File: config.mk
export PLATFORM = sky130hd
export DESIGN_NAME = alu_sequencer
export DESIGN_NICKNAME = d
export VERILOG_FILES = /design/src/rtl/alu_seq_pkg.sv /design/src/rtl/alu_regbank.sv /design/src/rtl/alu_sequencer.sv
export SDC_FILE = /design/constraint.sdc
export NUM_CORES = 1
export LEC_CHECK = 0
export BUFFER_PORTS_ARGS = -buffer_cell sky130_fd_sc_hd__buf_2
export CAP_MARGIN = 20
export CORE_MARGIN = 4
export CORE_UTILIZATION = 60
export CTS_CLUSTER_SIZE = 16
export DETAILED_ROUTE_END_ITERATION = 6
export HOLD_SLACK_MARGIN = 0.15
export PLACE_DENSITY = 0.91
export SLEW_MARGIN = 20
export SYNTH_ARGS = -nofsm -noshare
export SYNTH_HDL_FRONTEND = slang
export SYNTH_SLANG_ARGS = --single-unit
File: constraint.sdc
create_clock -name clk -period 2 [get_ports clk]
set_input_delay 0.3 -clock clk [delete_from_list [all_inputs] [get_ports clk]]
set_output_delay 0.3 -clock clk [all_outputs]
set_load 0.1 [all_outputs]
File: src/rtl/alu_seq_pkg.sv
// Shared types and constants for the ALU sequencer: opcode encoding, FSM states
// and bit positions inside the {overflow, negative, zero} flag vector.
package alu_seq_pkg;

  typedef enum logic [2:0] {
    ADD   = 3'b000,
    SUB   = 3'b001,
    AND   = 3'b010,
    OR    = 3'b011,
    XOR   = 3'b100,
    INC   = 3'b101,
    PASSA = 3'b110,
    PASSB = 3'b111
  } alu_op_e;

  typedef enum logic [1:0] {
    ST_IDLE  = 2'd0,
    ST_READ  = 2'd1,
    ST_EXEC  = 2'd2,
    ST_WRITE = 2'd3
  } seq_state_e;

  localparam int FLG_OVF  = 2;
  localparam int FLG_NEG  = 1;
  localparam int FLG_ZERO = 0;

endpackage

File: src/rtl/alu_regbank.sv
// NREGS x BW register bank: one synchronous write port, two registered operand
// read ports and one combinational debug read port; asynchronous active-low clear.
module alu_regbank
  import alu_seq_pkg::*;
#(
  parameter int BW    = 16,
  parameter int NREGS = 8,
  parameter int RAW   = $clog2(NREGS)
) (
  input  logic           clk,
  input  logic           rst_n,
  input  logic           we_i,
  input  logic [RAW-1:0] waddr_i,
  input  logic [BW-1:0]  wdata_i,
  input  logic           re_i,
  input  logic [RAW-1:0] raddr_a_i,
  input  logic [RAW-1:0] raddr_b_i,
  output logic [BW-1:0]  rdata_a_o,
  output logic [BW-1:0]  rdata_b_o,
  input  logic [RAW-1:0] dbg_addr_i,
  output logic [BW-1:0]  dbg_data_o
);

  logic [BW-1:0] regs_q [NREGS];
  logic [BW-1:0] rdata_a_q, rdata_b_q;

  always_ff @(posedge clk or negedge rst_n) begin
    if (!rst_n) begin
      for (int i = 0; i < NREGS; i++) regs_q[i] <= '0;
    end else if (we_i) begin
      regs_q[waddr_i] <= wdata_i;
    end
  end

  // Operand registers hold their value outside the read cycle so the ALU inputs stay stable.
  always_ff @(posedge clk or negedge rst_n) begin
    if (!rst_n) begin
      rdata_a_q <= '0;
      rdata_b_q <= '0;
    end else if (re_i) begin
      rdata_a_q <= regs_q[raddr_a_i];
      rdata_b_q <= regs_q[raddr_b_i];
    end
  end

  assign rdata_a_o  = rdata_a_q;
  assign rdata_b_o  = rdata_b_q;
  assign dbg_data_o = regs_q[dbg_addr_i];

endmodule

File: src/rtl/alu_sequencer.sv
// Four-state controller (IDLE/READ/EXEC/WRITE) driving an external ALU against a
// register bank. Define ALU_SEQ_SATURATE_EN to saturate overflowing add/sub results.
module alu_sequencer
  import alu_seq_pkg::*;
#(
  parameter int BW    = 16,
  parameter int NREGS = 8,
  localparam int RAW  = $clog2(NREGS)
) (
  input  logic           clk,
  input  logic           rst_n,
  // instr_* is accepted on a rising edge where instr_valid && instr_ready;
  // instr_ready is high only in IDLE and nothing is buffered otherwise.
  input  logic           instr_valid,
  output logic           instr_ready,
  input  logic [2:0]     instr_op,
  input  logic [RAW-1:0] instr_rd,
  input  logic [RAW-1:0] instr_ra,
  input  logic [RAW-1:0] instr_rb,
  output logic [BW-1:0]  alu_a,
  output logic [BW-1:0]  alu_b,
  output logic [2:0]     alu_op,
  input  logic [BW:0]    alu_out,
  input  logic [2:0]     alu_flags,
  output logic           done,
  output logic [2:0]     flags,
  input  logic [RAW-1:0] dbg_addr,
  output logic [BW-1:0]  dbg_data
);

  localparam logic [1:0] S_IDLE  = ST_IDLE;
  localparam logic [1:0] S_READ  = ST_READ;
  localparam logic [1:0] S_EXEC  = ST_EXEC;
  localparam logic [1:0] S_WRITE = ST_WRITE;

  logic [1:0]     state_q, state_d;
  alu_op_e        op_q;
  logic [RAW-1:0] rd_q, ra_q, rb_q;
  logic [BW-1:0]  res_q, res_d;
  logic [2:0]     flags_q, flags_d;
  logic [BW-1:0]  opa_q, opb_q;
  logic           unused_carry;

  assign unused_carry = alu_out[BW];

  always_comb begin
    state_d = state_q;
    case (state_q)
      S_IDLE:  if (instr_valid) state_d = S_READ;
      S_READ:  state_d = S_EXEC;
      S_EXEC:  state_d = S_WRITE;
      S_WRITE: state_d = S_IDLE;
      default: state_d = S_IDLE;
    endcase
  end

  always_comb begin
    res_d   = alu_out[BW-1:0];
    flags_d = alu_flags;
`ifdef ALU_SEQ_SATURATE_EN
    if ((op_q == ADD || op_q == SUB) && alu_flags[FLG_OVF]) begin
      res_d = opa_q[BW-1] ? {1'b1, {(BW-1){1'b0}}} : {1'b0, {(BW-1){1'b1}}};
      flags_d[FLG_OVF]  = 1'b1;
      flags_d[FLG_NEG]  = res_d[BW-1];
      flags_d[FLG_ZERO] = ~|res_d;
    end
`endif
  end

  always_ff @(posedge clk or negedge rst_n) begin
    if (!rst_n) begin
      state_q <= S_IDLE;
      op_q    <= ADD;
      rd_q    <= '0;
      ra_q    <= '0;
      rb_q    <= '0;
      res_q   <= '0;
      flags_q <= '0;
    end else begin
      state_q <= state_d;
      if (state_q == S_IDLE && instr_valid) begin
        op_q <= alu_op_e'(instr_op);
        rd_q <= instr_rd;
        ra_q <= instr_ra;
        rb_q <= instr_rb;
      end
      if (state_q == S_EXEC) begin
        res_q   <= res_d;
        flags_q <= flags_d;
      end
    end
  end

  alu_regbank #(.BW(BW), .NREGS(NREGS), .RAW(RAW)) u_regbank (
    .clk        (clk),
    .rst_n      (rst_n),
    .we_i       (state_q == S_WRITE),
    .waddr_i    (rd_q),
    .wdata_i    (res_q),
    .re_i       (state_q == S_READ),
    .raddr_a_i  (ra_q),
    .raddr_b_i  (rb_q),
    .rdata_a_o  (opa_q),
    .rdata_b_o  (opb_q),
    .dbg_addr_i (dbg_addr),
    .dbg_data_o (dbg_data)
  );

  // ALU inputs are forced to zero outside EXEC so the datapath is quiet between instructions.
  assign alu_a       = (state_q == S_EXEC) ? opa_q : '0;
  assign alu_b       = (state_q == S_EXEC) ? opb_q : '0;
  assign alu_op      = (state_q == S_EXEC) ? op_q  : 3'b000;
  assign instr_ready = (state_q == S_IDLE);
  assign done        = (state_q == S_WRITE);
  assign flags       = flags_q;

endmodule
; ---- Yosys cells after proc, flatten, opt, wreduce, memory -nomap -nowiden
; Cells that the tools add are included.
[totals]
elab_cells = 50
ff_bits = 193
[op_classes]
bitwise_logic = 4
mux = 17
reduce_logical = 3
magnitude_cmp = 5
n_eq_ne = 4
[op_table]
columns = cell, count
row1 = $bmux 16 s3, 3
row2 = $mux 16, 9
row3 = $bwmux 128, 1
row4 = $demux 16 s3, 1
row5 = $ge 4x4->1 const B, 4
row6 = $not 3->4, 4
row7 = $pmux 2 s4, 1
row8 = $eq 2x2->1 const B, 2
row9 = $lt 4x1->1 const B, 1
row10 = $mux 3, 1
row11 = $eq 2x1->1 const B, 1
row12 = $logic_and 1x1->1, 2
row13 = $logic_not 2->1, 1
row14 = $mux 2, 1
row15 = $ne 2x2->1 const B, 1

; ---- Depth between registers and ports, before layout
; Gate-level depths: netlist of run 1.
[logic_depth]
depth_word = 6
mapped_depth = 6

; ---- By module
; A second synthesis of run 1 with hierarchy kept.
[unflattened]
cells_unflattened = 823
hier_area_um2 = 10956.8
[by_module_without_submodules]
columns = module, n_inst, cells_per_inst, area_per_inst_um2, seq_area_each_um2
row1 = alu_regbank, 1, 704, 9362.7, 4003.8
row2 = alu_sequencer, 1, 119, 1594.0, 825.8

; ---- Worst setup path before layout of run 1
; No wires, ideal clock.
[synth_timing]
kind = reg-to-reg
startpoint = reg state_q[0]
endpoint = reg u_regbank.regs_q[85] (netlist name)
path_stages_with_launch = 7
setup_time_ps = 125
n_path_buf = 2
t_arrival_ps = 2421
t_required_ps = 1875
setup_slack_ps = -546
cell_sequence = dfrtp_1 -> ha_1 -> buf_4 -> nand2b_4 -> nor3b_4 -> buf_12 -> mux2_4
[synth_via]
elab_chain_cells = 1
[synth_rtl]
columns = element, line
row1 = start: declaration, alu_sequencer.sv:36  ; logic [1:0] state_q, state_d;
row2 = start signal: assignment, alu_sequencer.sv:80  ; state_q <= state_d;
row3 = $eq 2x2->1, --
row4 = named net done, alu_sequencer.sv:25  ; output logic done,
row5 = end signal: indexed assignment, alu_regbank.sv:31  ; regs_q[waddr_i] <= wdata_i;
row6 = end: declaration, alu_regbank.sv:24  ; logic [BW-1:0] regs_q [NREGS];
; The timed path passes the listed nets, and every way through them passes these cells.
; A chain may end at the register's enable or synchronous reset.

; ---- Worst setup path after layout of run 1
[layout_timing]
startpoint = reg u_regbank.regs_q[84] (netlist name)
endpoint = out dbg_data[4]
[layout_via]
elab_chain_cells = 3
[layout_rtl]
columns = element, line
row1 = $bmux 16 s3, alu_regbank.sv:48  ; assign dbg_data_o = regs_q[dbg_addr_i];
row2 = $mux 16 (not written as such) (2 in series), alu_regbank.sv:48
row3 = end: declaration, alu_sequencer.sv:28  ; output logic [BW-1:0] dbg_data
; Every way passes these cells. The select of a mux whose other input is x is not followed.

==> reports/results.md, run 1 <==
| Parameter | Value |
|---|---|
| Clock root buffer | clkbuf_16 |
| Multi-input logic area | 0.005719 sq mm |
| First-pass GRT wire length | 62190 um |
| Layout Cells excl Fill | 1325 |
| Post-synthesis share of cell area spent on full adders, half adders and majority gates | 0.4604% |
| Ratio of cells with drive above 1 in the final layout | 52.09% |
| Clock latency reported for the late side of the worst-skew pair | 0.46 ns |
| Bufs on Longest Clock Path | 2 |
| Largest fanout of any net on the critical path | 4 |
| Post-route core utilization | 84.68% |
| Global route overflow | 0 |
| Gate count after technology mapping | 823 |
| Die outline height | 142.6 um |
| Unrepaired setup endpoints after global routing | true |
| Cell chain of the critical path | mux4_2 > mux2_4 > buf_12 |
| Share of the yosys chip area belonging to registers | 44.43% |
| Violations in the final reports | setup timing |
| Core footprint | 0.01754 sq mm |
| First-pass DRT Iterations | 6 |
| Seq cells post-synth | 193 |
| Xor and xnor fraction of the mapped netlist area | 0% |
| Final worst-path setup slack | -0.2025 ns |
| Worst supply voltage drop on vdd | 1.912 mV |
| Number of DRC violations after detailed-routing iteration 0 | 1744 |
| Sequential cell area in the final layout | 0.004840 sq mm |
| Max Fclk | 0.4540 GHz |
| Part of the cycle the worst path needs | 110.1% |
| Number of enable-type register cells in the synthesized netlist | 0 |
| Overall die area | 0.02033 sq mm |
| Family with the most delay on the worst path | multiplexers |
| Number of rows created at floorplan | 48 |
| Worst Setup End Kind | output port |
| Arrival time of data at the critical path endpoint | 1.90 ns |
| Worst-Margin Slew | 0.5419 ns |
| Die width | 142.6 um |
| Maximum number of pins on one net before global-route repair | 65 |
| Delay contributed by the slowest stage of the critical path | 0.51 ns |
| Crit start category | flop |
| Count of H-tree levels built during CTS | 4 |
| Reg2reg start | ra_q[1]$_DFFE_PN0P_ |
| Remaining number of nets flagged by the antenna check after routing | 0 |
| DRC errors left | 0 |
| Nets@finish | 1129 |
| Clk pin slew, worst setup/hold paths | 0.07 ns |
| Met2 Wirelength | 19500 um |
| Dominant combinational cell family by area after synthesis | multiplexers |
| Antenna violations before repair | 0 |
| Cell area after synthesis | 0.01087 sq mm |
| Cell with the largest stage delay on the worst path | mux4_2 |
| Detailed-route wire length on metal 1 | 14390 um |
| Number of setup violations in the final report | 36 |
| Req. time, crit path | 1.70 ns |
| Met3 layer wire length in the routed design | 6258 um |
| Static leakage power | 7.014 nW |
| Sum of net half-perimeters after detailed placement | 18900 um |
| Vias/cell | 7.570 |
| Initial Utilization | 61.99% |
| Tmin final | 2.202 ns |
| Number of buffers created by CTS | 17 |
| Clock sink total | 193 |
| DR vias | 10030 |
| Top metal layer carrying routed signals | met4 |
| Warnings, synthesis | 0 |
| Gpl congestion | 0.8583 |
| Area Growth Syn to Fin | 36.61% |
| Pre-CTS setup slack | -0.1430 ns |
| Reported max-cap violation count | 0 |
| CP Launch Point | u_regbank.regs_q[84]$_DFFE_PN0P_ |
| GRT Util Overall | 40.71% |
| Number of global-route vias before repair | 10180 |
| Wire length per cell after detailed routing | 33.23 um |
| Cell area power density | 2089 mW/mm^2 |
| Average size of a mapped cell | 13.21 sq um |
| Area fraction in compound gates after synthesis | 7.896% |
| Clock skew after layout | 0.009253 ns |
| Max_slew headroom | 63.87% |
| Count of boundary I/O pins | 94 |
| Final hold violation count | 0 |
| Minimum hold slack | 0.3799 ns |
| Final total negative setup slack | -3.502 ns |
| Max Transition Viols Final | 0 |
| Total Routed Length | 44030 um |
| Count of placed standard cells including taps | 1118 |
| Share of flip-flops with an asynchronous set or reset | 100.0% |
| Total of buffers placed on input and output ports | 92 |
| Number of distinct library cells after synthesis | 32 |
| Crit Path Class | flop to output port |
| Multiplexer share of the synthesized area | 34.46% |
| Most common flop cell mapped by yosys | dfrtp_1 |
| Hold WC Path Type | input pin to asynchronous set/reset pin |
| Syn Nets | 865 |
| Number of buffer and inverter stages on the critical path | 1 |
| CTS tree | yes |
| Count of fill cells added during filler insertion | 704 |
| Status | finished with violations |
| Diodes inserted | 0 |
| Area fraction in and, or, nand and nor cells after synthesis | 8.851% |
[path summary, 6_finish.rpt]
check                                                          end  slack, ns  cells after the start
worst max register to register  u_regbank.rdata_a_o[3]$_DFFE_PN0N_       0.09                      5
worst min-delay path              u_regbank.regs_q[86]$_DFFE_PN0P_       0.38                      2
max in group asynchronous         u_regbank.regs_q[63]$_DFFE_PN0P_       0.92                      3
min in group clk                              flags[1]$_DFFE_PN0N_       0.52                      1
worst max-delay path                                   dbg_data[4]      -0.20                      3
worst min register to register                flags[1]$_DFFE_PN0N_       0.52                      1
[stage by stage]
stage | power (mW) | instance area (sq um)
6_report | 31.03 | 14850
4_1_cts | 28.51 | 14570
3_5_place_dp | 21.40 | 12390
2_1_floorplan | 17.42 | 10920
3_3_place_gp | 20.76 | 12390
5_1_grt | 31.54 | 14850
[cell families (layout without fill, tap and decap cells)]
logic type                 count (synthesis)  after routing
muxes                                    303            303
DFF                                      193            193
and+or+nand+nor                          150            150
AOI/OAI and AO/OA                         99             99
buffers and inverters                     74            351
adders and majority gates                  4              4
[state kept, by name (all words and copies together), names as in the netlist]
name / cells
rd_q: 3
op_q: 3
state_q: 2
u_regbank.regs_q: 128
flags: 3
u_regbank.rdata_b_o: 16
rb_q: 3
ra_q: 3
u_regbank.rdata_a_o: 16
res_q: 16
[where the power goes]
group / switching [mW] / total (mW) / internal (mW)
registers: 2.26 / 8.02 / 5.76
logic: 10.5 / 19.0 / 8.53
clock network: 1.61 / 3.97 / 2.36
total: 14.4 / 31.0 / 16.7
[repair_timing]
item | CTS | global route
hold buffers | 33 | 0
cloned | 2 | 2
hold endpoints to repair | 82 | 0
pin swaps | 8 | 4
setup buffers | 107 | 32
gates resized for setup | 123 | 7
setup endpoints to repair | 52 | 69
[routing by layer]
layer | global-route usage [%] | vias up
met2 | 62.12 | 1190
met1 | 49.80 | 4802
met3 | 11.59 | 422
li1 | - | 3616
met5 | 0 | -
met4 | 29.01 | 0
[final cells by class]
cell class                      count  area share, %
Multi-Input combinational cell    556          38.51
Sequential cell                   193          32.59
Timing Repair Buffer              316          22.45
Clock buffer                       23          3.286
Tap cell                          225          1.896
Clock inverter                      9          1.188
Inverter                            3        0.07583
[cell usage after synthesis (2+ instances only)]
library cell / n / area [sq um]
a41o_1: 32 / 320.3
buf_2: 23 / 115.1
nand3_1: 32 / 160.2
mux4_2: 17 / 382.9
clkbuf_1: 22 / 82.58
mux2i_1: 96 / 960.9
dfrtp_1: 193 / 4830
mux2_4: 10 / 150.1
ha_1: 4 / 50.05
nand2_1: 2 / 7.510
mux2_2: 165 / 1858
nand2b_1: 2 / 12.51
nor2b_1: 66 / 412.9
buf_1: 5 / 18.77
buf_4: 13 / 97.59
nand4b_2: 3 / 45.04
mux4_1: 15 / 394.1
buf_6: 7 / 78.83
inv_1: 3 / 11.26
a22oi_1: 32 / 240.2
a211o_1: 32 / 280.3
nor3b_4: 2 / 37.54
and2_1: 35 / 219.0
nor2_1: 4 / 15.01
[layout by cell type (no fill, tap or decap), types with 26 or more instances in the layout]
| master | synthesis | layout |
|---|---|---|
| a211o_1 | 32 | 32 |
| a22oi_1 | 32 | 32 |
| a41o_1 | 32 | 32 |
| buf_12 | 1 | 73 |
| buf_2 | 23 | 38 |
| buf_4 | 13 | 168 |
| dfrtp_1 | 193 | 189 |
| dlygate4sd3_1 | 0 | 33 |
| mux2_2 | 165 | 149 |
| mux2_4 | 10 | 26 |
| mux2i_1 | 96 | 96 |
| mux4_2 | 17 | 32 |
| nand3_1 | 32 | 32 |
| nor2b_1 | 66 | 66 |
(Power assumes the default switching activity.)
==> run 2, diff against run 1 <==
- PLACE_DENSITY: 0.91 -> 0.84
==> reports/results.md, run 2 (synthesis results as in run 1) <==
| Parameter | Value | Delta |
|---|---|---|
| Max_slew headroom | 64.59% | was 63.87% |
| Count of fill cells added during filler insertion | 741 | was 704 |
| Maximum number of pins on one net before global-route repair | 65 | unchanged |
| First-pass GRT wire length | 57180 um | was 62190 um |
| Number of global-route vias before repair | 9548 | was 10180 |
| Part of the cycle the worst path needs | 109.0% | was 110.1% |
| Vias/cell | 7.091 | was 7.570 |
| Number of DRC violations after detailed-routing iteration 0 | 1454 | was 1744 |
| Status | finished with violations | unchanged |
| Clk pin slew, worst setup/hold paths | 0.08 ns | was 0.07 ns |
| Cell area power density | 2010 mW/mm^2 | was 2089 mW/mm^2 |
| Register-to-Register Path Depth | 7 | was 5 |
| Violations in the final reports | setup timing | unchanged |
| Worst-Margin Slew | 0.5312 ns | was 0.5419 ns |
| Initial Utilization | 61.99% | unchanged |
| Bufs on Longest Clock Path | 2 | unchanged |
| Overall die area | 0.02033 sq mm | unchanged |
| Number of logic stages on the critical path including buffering | 3 | unchanged |
| Area Growth Syn to Fin | 36.41% | was 36.61% |
| Family with the most delay on the worst path | multiplexers | unchanged |
| Global route overflow | 0 | unchanged |
| Number of buffer and inverter stages on the critical path | 1 | unchanged |
| Cell with the largest stage delay on the worst path | mux4_2 | unchanged |
| Final worst-path setup slack | -0.1803 ns | was -0.2025 ns |
| Die width | 142.6 um | unchanged |
| DRC errors left | 0 | unchanged |
| Commonest cells after routing, fill and taps aside | 191 x dfrtp_1, 161 x buf_4, 149 x mux2_2 | was 189 x dfrtp_1, 168 x buf_4, 149 x mux2_2 |
| Req. time, crit path | 1.70 ns | about the same |
| Register with the most flip-flops | u_regbank.regs_q | unchanged |
| Reported max-cap violation count | 0 | unchanged |
| Number of rows created at floorplan | 48 | unchanged |
| Worst Setup End Kind | output port | unchanged |
| Unrepaired setup endpoints after global routing | true | unchanged |
| DR vias | 9388 | was 10030 |
| Ratio of cells with drive above 1 in the final layout | 51.96% | was 52.09% |
| Crit Path Class | flop to output port | unchanged |
| Minimum hold slack | 0.3763 ns | was 0.3799 ns |
| Largest fanout of any net on the critical path | 4 | unchanged |
| Hold WC Path Type | input pin to asynchronous set/reset pin | unchanged |
| Core footprint | 0.01754 sq mm | unchanged |
| Final hold violation count | 0 | unchanged |
| CTS tree | yes | unchanged |
| Gpl congestion | 0.8715 | was 0.8583 |
| Worst supply voltage drop on vdd | 1.455 mV | was 1.912 mV |
| Total Routed Length | 38910 um | was 44030 um |
| Cell chain of the critical path | mux4_2 > mux2_4 > buf_12 | unchanged |
| Diodes inserted | 0 | unchanged |
| Wire length per cell after detailed routing | 29.39 um | was 33.23 um |
| Static leakage power | 7.014 nW | about the same |
| Nets@finish | 1128 | was 1129 |
| Clock skew after layout | 0.01112 ns | was 0.009253 ns |
| Count of H-tree levels built during CTS | 4 | unchanged |
| Leading cell type in the layout, fill and taps excluded | dfrtp_1 | unchanged |
| Tmin final | 2.180 ns | was 2.202 ns |
| Number of buffers created by CTS | 17 | unchanged |
| Crit start category | flop | unchanged |
| Post-route core utilization | 84.55% | was 84.68% |
| Clock root buffer | clkbuf_16 | unchanged |
| Max Transition Viols Final | 0 | unchanged |
| GRT Util Overall | 37.42% | was 40.71% |
| Clock latency reported for the late side of the worst-skew pair | 0.45 ns | was 0.46 ns |
| First-pass DRT Iterations | 6 | unchanged |
| Number of setup violations in the final report | 44 | was 36 |
| Delay contributed by the slowest stage of the critical path | 0.50 ns | was 0.51 ns |
| Die outline height | 142.6 um | unchanged |
| Antenna violations before repair | 1 | was 0 |
| Sum of net half-perimeters after detailed placement | 17570 um | was 18900 um |
| Max Fclk | 0.4587 GHz | was 0.4540 GHz |
| Arrival time of data at the critical path endpoint | 1.88 ns | was 1.90 ns |
| Remaining number of nets flagged by the antenna check after routing | 0 | unchanged |
| Total of buffers placed on input and output ports | 92 | unchanged |
| Flip-flop count of the largest register, all copies and words added | 128 | unchanged |
| Clock sink total | 193 | unchanged |
| Count of boundary I/O pins | 94 | unchanged |
## run 2: path summary, 6_finish.rpt
| check | startpoint | end | slack, ns |
|---|---|---|---|
| worst max-delay path | u_regbank.regs_q[5]$_DFFE_PN0P_ | dbg_data[5] | -0.18 |
| worst min-delay path | rst_n | u_regbank.regs_q[115]$_DFFE_PN0P_ | 0.38 |
| worst max register to register | state_q[0]$_DFFE_PN0P_ | res_q[0]$_DFFE_PN0N_ | 0.11 |
| worst min register to register | flags[0]$_DFFE_PN0N_ | flags[0]$_DFFE_PN0N_ | 0.50 |
| max in group asynchronous | rst_n | u_regbank.regs_q[121]$_DFFE_PN0P_ | 0.99 |
| min in group clk | flags[0]$_DFFE_PN0N_ | flags[0]$_DFFE_PN0N_ | 0.50 |
## run 2: layout make-up
cell class / count / area, sq um / area share (%)
inverters: 3 / 11.26 / 0.07594
multi-input cells: 556 / 5732 / 38.65
clock buffers: 19 / 452.9 / 3.055
flip-flops and latches: 193 / 4837 / 32.62
repair buffers: 315 / 3376 / 22.77
well taps: 225 / 281.5 / 1.899
clock inverters: 13 / 137.6 / 0.9282
## run 2: metal layers
layer	vias up	track usage (%)	share of wire [%]
li1	3625	-	-
met1	4620	47.32	34
met4	2	21.06	6.9
met5	-	0	0.036
met2	865	58.09	46
met3	276	10.72	13
## run 2: timing repair
item                                    4_1_cts  5_1_grt
setup buffers                               107       33
resized for setup                           138        4
hold endpoints to repair                     81        0
gates cloned                                  5        0
pin swaps                                    18        5
endpoints found under the setup margin       52       53
hold buffers                                 33        0
## run 2: where the power goes
group / switching (mW) / total, mW / internal, mW
Clock: 1.60 / 3.50 / 1.91
Combinational: 9.83 / 18.5 / 8.64
Sequential: 2.08 / 7.84 / 5.76
## run 2: metrics by stage
| stage | cell area, sq um | TNS [ns] | instances | worst slack [ns] | power [mW] |
|---|---|---|---|---|---|
| final | 14830 | -3.145 | 1324 | -0.1803 | 29.81 |
| after global routing | 14830 | -4.836 | 1324 | -0.2070 | 30.66 |
| after CTS | 14600 | -1.807 | 1292 | -0.1314 | 28.04 |
| after detailed placement | 12420 | -1.334 | 1115 | -0.1289 | 21.30 |
| after global placement | 12420 | -1.055 | 1115 | -0.09976 | 20.88 |
| after floorplan | 10920 | -9.594 | 823 | -0.2238 | 17.42 |
## run 2: worst reg2reg max path: cells and delay by family, from the launching register on
kind / cells / cell delay, ns
multiplexers: 1 / 0.35
flip-flops: 1 / 0.40
buffers and inverters: 5 / 0.84
adder cells (fa/ha/maj): 1 / 0.18
